==> config.mk <==
export PLATFORM = sky130hd
export DESIGN_NAME = dcache_assoc_nb_flat
export DESIGN_NICKNAME = d
export VERILOG_FILES = /design/src/rtl/dcache_assoc_nb_if.sv /design/src/rtl/dcache_assoc_nb.sv /design/src/flat_wrapper.sv
export SDC_FILE = /design/constraint.sdc
export NUM_CORES = 2
export LEC_CHECK = 0
export BUFFER_PORTS_ARGS = -buffer_cell sky130_fd_sc_hd__buf_2
export CAP_MARGIN = 20
export CORE_ASPECT_RATIO = 1.75
export CORE_UTILIZATION = 30
export CTS_BUF_LIST = sky130_fd_sc_hd__clkbuf_4
export DETAILED_ROUTE_END_ITERATION = 16
export GPL_TIMING_DRIVEN = 0
export SLEW_MARGIN = 5
export SYNTH_ARGS = -nofsm -noshare
export SYNTH_HDL_FRONTEND = slang
export SYNTH_SLANG_ARGS = --single-unit
==> constraint.sdc <==
create_clock -name clock -period 7.5 [get_ports clock]
set_clock_uncertainty 0.1 [all_clocks]
set_input_delay 1.125 -clock clock [delete_from_list [all_inputs] [get_ports clock]]
set_output_delay 1.125 -clock clock [all_outputs]
set_load 0.1 [all_outputs]
==> src/rtl/dcache_assoc_nb_if.sv <==
// Load/store-unit and memory-arbiter signal bundle for dcache_assoc_nb.
// The cache uses the slave modport; the LSU/arbiter side uses master.
interface dcache_assoc_nb_if #(
    parameter int ADDR_W = 32,
    parameter int TAG_W  = 4
) ();
    logic              rd_valid;
    logic [ADDR_W-1:0] rd_addr;
    logic              rd_hit;
    logic [31:0]       rd_data;
    logic              wr_valid;
    logic [ADDR_W-1:0] wr_addr;
    logic [31:0]       wr_data;
    logic              wr_hit;
    logic              mshr_full;
    logic              mem_req_valid;
    logic [ADDR_W-1:0] mem_req_addr;
    logic              mem_req_accepted;
    logic [TAG_W-1:0]  current_req_tag;
    logic [63:0]       mem_data;
    logic [TAG_W-1:0]  mem_data_tag;

    // Request handshake: mem_req_valid/mem_req_addr hold until a cycle with
    // mem_req_accepted=1 and a nonzero current_req_tag; a zero tag means the
    // grant carried no transaction and the same request is presented again.
    modport slave (
        input  rd_valid, rd_addr, wr_valid, wr_addr, wr_data,
        input  mem_req_accepted, current_req_tag, mem_data, mem_data_tag,
        output rd_hit, rd_data, wr_hit, mshr_full, mem_req_valid, mem_req_addr
    );

    modport master (
        output rd_valid, rd_addr, wr_valid, wr_addr, wr_data,
        output mem_req_accepted, current_req_tag, mem_data, mem_data_tag,
        input  rd_hit, rd_data, wr_hit, mshr_full, mem_req_valid, mem_req_addr
    );
endinterface

==> src/rtl/dcache_assoc_nb.sv <==
// N-way set-associative non-blocking data cache with an MSHR table for line fills.
// Optional macro DCACHE_FILL_BYPASS_EN forwards a same-cycle fill to a matching load.
module dcache_assoc_nb #(
    parameter int SETS       = 8,
    parameter int WAYS       = 2,
    parameter int MSHR_DEPTH = 4,
    parameter int ADDR_W     = 32,
    parameter int TAG_W      = 4
) (
    input  logic                    clock,
    input  logic                    reset,
    dcache_assoc_nb_if.slave        bus,
    output logic [2*MSHR_DEPTH-1:0] mshr_state_dbg
);
    localparam int IDX_W  = $clog2(SETS);
    localparam int BLK_W  = ADDR_W - 3;
    localparam int LTAG_W = BLK_W - IDX_W;
    localparam int WAY_W  = (WAYS > 1) ? $clog2(WAYS) : 1;
    localparam int MI_W   = (MSHR_DEPTH > 1) ? $clog2(MSHR_DEPTH) : 1;
    localparam int CNT_W  = $clog2(MSHR_DEPTH + 1);

    typedef enum logic [1:0] {M_FREE = 2'd0, M_ISSUE = 2'd1, M_WAIT = 2'd2} mshr_state_e;

    logic              line_valid [SETS][WAYS];
    logic [LTAG_W-1:0] line_tag   [SETS][WAYS];
    logic [63:0]       line_data  [SETS][WAYS];
    logic [WAY_W-1:0]  rr_ptr     [SETS];

    mshr_state_e       m_state   [MSHR_DEPTH];
    mshr_state_e       m_state_d [MSHR_DEPTH];
    logic [BLK_W-1:0]  m_blk     [MSHR_DEPTH];
    logic [TAG_W-1:0]  m_tag     [MSHR_DEPTH];

    // Entries waiting to issue, oldest at slot 0; only the head ever leaves ISSUE.
    logic [MI_W-1:0]   iq   [MSHR_DEPTH];
    logic [MI_W-1:0]   iq_d [MSHR_DEPTH];
    logic [CNT_W-1:0]  iq_cnt, iq_cnt_d;

    logic [BLK_W-1:0]  rd_blk, wr_blk, fill_blk;
    logic [IDX_W-1:0]  rd_idx, wr_idx, fill_idx;
    logic              lk_hit, st_hit, fill_hit, vict_found, merge, free_found, byp;
    logic [WAY_W-1:0]  lk_way, st_way, vict_way;
    logic [MI_W-1:0]   fill_ent, free_ent, iss_ent;
    logic              iss_valid, accept, alloc, wr_do;
    logic [63:0]       fill_line;
    logic [31:0]       lk_word, byp_word;

    assign rd_blk   = bus.rd_addr[ADDR_W-1:3];
    assign wr_blk   = bus.wr_addr[ADDR_W-1:3];
    assign rd_idx   = rd_blk[IDX_W-1:0];
    assign wr_idx   = wr_blk[IDX_W-1:0];
    assign fill_blk = m_blk[fill_ent];
    assign fill_idx = fill_blk[IDX_W-1:0];

    always_comb begin
        lk_hit = 1'b0; lk_way = '0; st_hit = 1'b0; st_way = '0;
        fill_hit = 1'b0; fill_ent = '0; merge = 1'b0; free_found = 1'b0; free_ent = '0;
        vict_found = 1'b0; vict_way = rr_ptr[fill_idx];
        for (int w = 0; w < WAYS; w++) begin
            if (!lk_hit && line_valid[rd_idx][w] && line_tag[rd_idx][w] == rd_blk[BLK_W-1:IDX_W]) begin
                lk_hit = 1'b1; lk_way = WAY_W'(w);
            end
            if (!st_hit && line_valid[wr_idx][w] && line_tag[wr_idx][w] == wr_blk[BLK_W-1:IDX_W]) begin
                st_hit = 1'b1; st_way = WAY_W'(w);
            end
            if (!vict_found && !line_valid[fill_idx][w]) begin
                vict_found = 1'b1; vict_way = WAY_W'(w);
            end
        end
        for (int e = 0; e < MSHR_DEPTH; e++) begin
            if (!fill_hit && m_state[e] == M_WAIT && bus.mem_data_tag != '0 && m_tag[e] == bus.mem_data_tag) begin
                fill_hit = 1'b1; fill_ent = MI_W'(e);
            end
            if (m_state[e] != M_FREE && m_blk[e] == rd_blk) merge = 1'b1;
            if (!free_found && m_state[e] == M_FREE) begin
                free_found = 1'b1; free_ent = MI_W'(e);
            end
        end
    end

`ifdef DCACHE_FILL_BYPASS_EN
    assign byp = bus.rd_valid && fill_hit && fill_blk == rd_blk;
`else
    assign byp = 1'b0;
`endif

    assign lk_word  = bus.rd_addr[2] ? line_data[rd_idx][lk_way][63:32] : line_data[rd_idx][lk_way][31:0];
    assign byp_word = bus.rd_addr[2] ? bus.mem_data[63:32] : bus.mem_data[31:0];

    assign bus.rd_hit    = bus.rd_valid && (lk_hit || byp);
    assign bus.rd_data   = !bus.rd_valid ? 32'd0 : byp ? byp_word : lk_hit ? lk_word : 32'd0;
    assign bus.wr_hit    = bus.wr_valid && st_hit;
    assign bus.mshr_full = !free_found;

    assign iss_valid         = iq_cnt != '0;
    assign iss_ent           = iq[0];
    assign bus.mem_req_valid = iss_valid;
    assign bus.mem_req_addr  = iss_valid ? {m_blk[iss_ent], 3'b000} : '0;

    assign accept = iss_valid && bus.mem_req_accepted && bus.current_req_tag != '0;
    assign alloc  = bus.rd_valid && !lk_hit && !byp && !merge && free_found;
    // A store hitting the way the fill is about to evict has lost its line.
    assign wr_do  = bus.wr_hit && !(fill_hit && fill_idx == wr_idx && vict_way == st_way);

    always_comb begin
        fill_line = bus.mem_data;
        if (bus.wr_valid && wr_blk == fill_blk) begin
            if (bus.wr_addr[2]) fill_line[63:32] = bus.wr_data;
            else                fill_line[31:0]  = bus.wr_data;
        end
    end

    always_comb begin
        for (int e = 0; e < MSHR_DEPTH; e++) m_state_d[e] = m_state[e];
        if (alloc)    m_state_d[free_ent] = M_ISSUE;
        if (accept)   m_state_d[iss_ent]  = M_WAIT;
        if (fill_hit) m_state_d[fill_ent] = M_FREE;

        iq_d     = iq;
        iq_cnt_d = iq_cnt;
        if (accept) begin
            for (int i = 0; i < MSHR_DEPTH - 1; i++) iq_d[i] = iq[i+1];
            iq_cnt_d = iq_cnt_d - CNT_W'(1);
        end
        if (alloc) begin
            for (int i = 0; i < MSHR_DEPTH; i++)
                if (CNT_W'(i) == iq_cnt_d) iq_d[i] = free_ent;
            iq_cnt_d = iq_cnt_d + CNT_W'(1);
        end
    end

    always_comb begin
        mshr_state_dbg = '0;
        for (int e = 0; e < MSHR_DEPTH; e++) mshr_state_dbg[2*e +: 2] = m_state[e];
    end

    always_ff @(posedge clock) begin
        if (!reset) begin
            for (int e = 0; e < MSHR_DEPTH; e++) m_state[e] <= M_FREE;
            iq_cnt <= '0;
            for (int s = 0; s < SETS; s++) begin
                rr_ptr[s] <= '0;
                for (int w = 0; w < WAYS; w++) line_valid[s][w] <= 1'b0;
            end
        end else begin
            for (int e = 0; e < MSHR_DEPTH; e++) m_state[e] <= m_state_d[e];
            iq_cnt <= iq_cnt_d;
            if (fill_hit) begin
                line_valid[fill_idx][vict_way] <= 1'b1;
                line_tag[fill_idx][vict_way]   <= fill_blk[BLK_W-1:IDX_W];
                rr_ptr[fill_idx] <= (WAYS > 1) ? rr_ptr[fill_idx] + WAY_W'(1) : '0;
            end
        end
    end

    always_ff @(posedge clock) begin
        iq <= iq_d;
        if (alloc)  m_blk[free_ent] <= rd_blk;
        if (accept) m_tag[iss_ent]  <= bus.current_req_tag;
        if (fill_hit) line_data[fill_idx][vict_way] <= fill_line;
        if (wr_do) begin
            if (bus.wr_addr[2]) line_data[wr_idx][st_way][63:32] <= bus.wr_data;
            else                line_data[wr_idx][st_way][31:0]  <= bus.wr_data;
        end
    end
endmodule

==> src/flat_wrapper.sv <==
// flat-port wrapper written by rule: the top's interface ports become plain ports
module dcache_assoc_nb_flat 
#(
    parameter int SETS       = 8,
    parameter int WAYS       = 2,
    parameter int MSHR_DEPTH = 4,
    parameter int ADDR_W     = 32,
    parameter int TAG_W      = 4
)
  (clock, reset, mshr_state_dbg, bus_rd_valid, bus_rd_addr, bus_wr_valid, bus_wr_addr, bus_wr_data, bus_mem_req_accepted, bus_current_req_tag, bus_mem_data, bus_mem_data_tag, bus_rd_hit, bus_rd_data, bus_wr_hit, bus_mshr_full, bus_mem_req_valid, bus_mem_req_addr);
  dcache_assoc_nb_if #(.ADDR_W(ADDR_W), .TAG_W(TAG_W)) bus_i ();
  input  logic clock;
  input  logic reset;
  output logic [2*MSHR_DEPTH-1:0] mshr_state_dbg;
  input wire logic [$bits(bus_i.rd_valid)-1:0] bus_rd_valid;
  input wire logic [$bits(bus_i.rd_addr)-1:0] bus_rd_addr;
  input wire logic [$bits(bus_i.wr_valid)-1:0] bus_wr_valid;
  input wire logic [$bits(bus_i.wr_addr)-1:0] bus_wr_addr;
  input wire logic [$bits(bus_i.wr_data)-1:0] bus_wr_data;
  input wire logic [$bits(bus_i.mem_req_accepted)-1:0] bus_mem_req_accepted;
  input wire logic [$bits(bus_i.current_req_tag)-1:0] bus_current_req_tag;
  input wire logic [$bits(bus_i.mem_data)-1:0] bus_mem_data;
  input wire logic [$bits(bus_i.mem_data_tag)-1:0] bus_mem_data_tag;
  output wire logic [$bits(bus_i.rd_hit)-1:0] bus_rd_hit;
  output wire logic [$bits(bus_i.rd_data)-1:0] bus_rd_data;
  output wire logic [$bits(bus_i.wr_hit)-1:0] bus_wr_hit;
  output wire logic [$bits(bus_i.mshr_full)-1:0] bus_mshr_full;
  output wire logic [$bits(bus_i.mem_req_valid)-1:0] bus_mem_req_valid;
  output wire logic [$bits(bus_i.mem_req_addr)-1:0] bus_mem_req_addr;
  assign bus_i.rd_valid = bus_rd_valid;
  assign bus_i.rd_addr = bus_rd_addr;
  assign bus_i.wr_valid = bus_wr_valid;
  assign bus_i.wr_addr = bus_wr_addr;
  assign bus_i.wr_data = bus_wr_data;
  assign bus_i.mem_req_accepted = bus_mem_req_accepted;
  assign bus_i.current_req_tag = bus_current_req_tag;
  assign bus_i.mem_data = bus_mem_data;
  assign bus_i.mem_data_tag = bus_mem_data_tag;
  assign bus_rd_hit = bus_i.rd_hit;
  assign bus_rd_data = bus_i.rd_data;
  assign bus_wr_hit = bus_i.wr_hit;
  assign bus_mshr_full = bus_i.mshr_full;
  assign bus_mem_req_valid = bus_i.mem_req_valid;
  assign bus_mem_req_addr = bus_i.mem_req_addr;
  dcache_assoc_nb #(.SETS(SETS), .WAYS(WAYS), .MSHR_DEPTH(MSHR_DEPTH), .ADDR_W(ADDR_W), .TAG_W(TAG_W)) u_core (.clock(clock), .reset(reset), .bus(bus_i), .mshr_state_dbg(mshr_state_dbg));
endmodule
==> impl_metrics.json <==
{
  "syn-cell-area_um2": 82650,
  "wl_mm": 362.5,
  "synth.area.top_cells": "edfxtp_1 57%, mux4_2 14%, mux2_2 12%",
  "drt-vias-per-instance": 5.824,
  "slew_headroom": 0.1134,
  "synth.avg_cell_area_um2": 16.65,
  "worst_slew_pin_slew_ns": 1.330,
  "syn_to_final_growth_pct": 18.04,
  "fin_area_um2": 97560,
  "ys_dominant_reg_cell": "edfxtp_1",
  "p_leak_nw": 31.65,
  "hold_viol_final": 0,
  "powerDensity_nw_per_um2": 221.7,
  "synthCells": 4963,
  "dr.pass1.iters": 8,
  "critPathKind": "in -> out",
  "cts.sinks": 1615,
  "synth_area_leader_cell": "edfxtp_1",
  "root_buffer": "clkbuf_4",
  "cts_tree": "built",
  "place_hpwl_mm": 269.2,
  "drt_iter0_drc": 6567,
  "ys_types": 83,
  "die_y_um": 696.3,
  "crit_arrival_ns": 6.38,
  "grt_pass1_vias": 58012,
  "startpoint_type": "primary input",
  "vias": 56436,
  "multi_input_area_um2": 32940,
  "layout_common_cells": "1574 x edfxtp_1, 864 x mux2_2, 556 x clkbuf_4, 509 x mux4_2, 328 x buf_2",
  "setup_ws_ns": -0.1004,
  "htreeDepth": 5,
  "place_area_um2": 92030,
  "status": "finished with violations",
  "vdd_drop_max_mv": 0.2801,
  "core-area_um2": 273600,
  "synth_edf_count": 1574,
  "hold_slack_ns": 0.09304,
  "min_period_over_period": 1.013,
  "io_buffers": 234,
  "startpoint": "bus_rd_addr[4]",
  "num_rows": 254,
  "maxCapViolCount": 0,
  "grt-ovfl-total": 0,
  "setup-tns-final_ns": -1.603,
  "cts_buffer_depth": 4,
  "r2r_start": "u_core.m_tag[3][1]",
  "layout_commonest_cell": "edfxtp_1",
  "required_ns": 6.27,
  "hold_start": "bus_rd_addr[17]",
  "final_max_slew_viol_count": 0,
  "setup_violations": 39,
  "yosysWarnings": 0,
  "wl_per_cell_um": 37.41,
  "drc": 0,
  "die_w_um": 398.8,
  "grt_pass1_wl_mm": 482.6,
  "place_congestion": 0.9807,
  "hold_class": "in -> reg",
  "cts_buffers": 392,
  "grt_use_total": 0.2557,
  "ys_seq_elements": 1615,
  "crit_path_end_kind": "output port",
  "yosysSeqAreaShare": 0.5818,
  "ys_async_sr_fraction": 0,
  "fp.dieArea_um2": 277700,
  "clkTransAtPathRegs_ns": 0.08,
  "final_nets": 6001,
  "n_fill_cell": 25977,
  "regArea_um2": 48090,
  "antenna_left": 0,
  "cp_max_fo": 12,
  "clk_latency_ns": 1.33,
  "layout-drive-gt1-share": 0.4422,
  "grt_max_degree": 24,
  "fmax_mhz": 131.6,
  "violations": "setup timing",
  "num_io_pins": 249,
  "antenna_found_initial": 63,
  "yosysTopAreaCellShare": 0.5719,
  "start_util": 0.3020,
  "final.min_clock_period_ns": 7.600
}
[flip-flops by register name, indices dropped and copies added, names as in the netlist]
register / cells
u_core.line_valid: 16
u_core.m_state: 8
u_core.m_tag: 16
u_core.rr_ptr: 8
u_core.m_blk: 116
u_core.line_tag: 416
u_core.iq_cnt: 3
u_core.line_data: 1024
u_core.iq: 6
u_core.iss_ent: 2
[synth_stat cells, types with 14 or more instances]
library cell / instances
edfxtp_1: 1574
mux2_2: 864
mux4_2: 509
clkbuf_1: 328
mux2_1: 197
xnor2_1: 157
mux2i_1: 135
nor2_1: 135
buf_2: 97
xor2_1: 87
nor3_1: 68
a221oi_1: 51
nand2_1: 49
o22ai_1: 49
inv_1: 48
nand4_1: 45
buf_1: 43
buf_4: 41
dfxtp_1: 41
a22oi_1: 38
nor4_1: 38
and2_1: 36
o21ai_0: 33
a21oi_1: 27
nand3_1: 20
a31oi_1: 19
o31ai_1: 16
nor2b_1: 14
o21a_1: 14
[path summary, 6_finish.rpt]
check | slack, ns | cells after the start | end
worst max-delay path | -0.10 | 11 | bus_rd_data[30]
worst min-delay path | 0.09 | 1 | u_core.m_blk[3][14]
worst max register to register | -0.08 | 16 | u_core.line_data[2][4]
worst min register to register | 0.39 | 2 | u_core.rr_ptr[7]
[routing by layer]
layer,GRT usage,up-vias,part of all wire
met5,0,-,0.00071
met4,0.2203,36,0.10
met3,0.05634,1417,0.084
met2,0.4422,3799,0.50
met1,0.2596,29142,0.31
li1,-,22042,-
[cell type report]
| cell class | count | share of cell area |
|---|---|---|
| Sequential cell | 1615 | 0.4929 |
| Multi-Input combinational cell | 2788 | 0.3376 |
| Timing Repair Buffer | 468 | 0.04996 |
| Tap cell | 3584 | 0.04597 |
| Clock buffer | 547 | 0.04209 |
| Buffer | 504 | 0.02351 |
| Clock inverter | 94 | 0.004963 |
| Inverter | 52 | 0.002001 |
| Antenna cell | 39 | 0.001000 |
[report_power, final]
group	switching [mW]	internal (mW)	total, mW
Sequential	0.141	10.2	10.3
Clock	3.78	3.43	7.21
Combinational	2.83	1.23	4.07
[metrics by stage]
| stage | cells | setup slack, ns | utilization | power [mW] |
|---|---|---|---|---|
| after floorplan | 4965 | -0.02842 | - | 13.02 |
| after global routing | 9666 | -0.07867 | 0.3563 | 22.15 |
| final | 9691 | -0.1004 | 0.3565 | 21.62 |
| after CTS | 9646 | 0.002031 | 0.3557 | 21.61 |
| after global placement | 8783 | -7.920 | 0.3228 | 14.32 |
| after detailed placement | 8957 | -2.446 | 0.3363 | 14.51 |
[cell families after synthesis]
| group | synth area share |
|---|---|
| fa+ha+maj | 0.001060 |
| buf+inv | 0.02895 |
| other cells | 0.00004537 |
| compound gates | 0.03302 |
| simple gates | 0.02964 |
| mux | 0.2996 |
| xor+xnor | 0.02586 |
| flops | 0.5818 |
[repair_timing]
item                                   CTS  global route
resized for setup                       71            24
setup endpoints to repair              478            76
buffers inserted                         3             0
endpoints found under the hold margin  179             0
hold buffers                            51             0
pin swaps                                1             0
[critical path, cell delays in order]
cell and delay, ns:
buf_2 0.34, clkbuf_2 0.40, clkbuf_2 0.55, clkbuf_2 0.54, clkbuf_1 0.77, clkbuf_1 0.81, mux4_2 0.44, mux4_2 0.56
mux2i_1 0.41, nor2_1 0.07, buf_2 0.31
No activity file was read; power rests on OpenSTA's default activity.
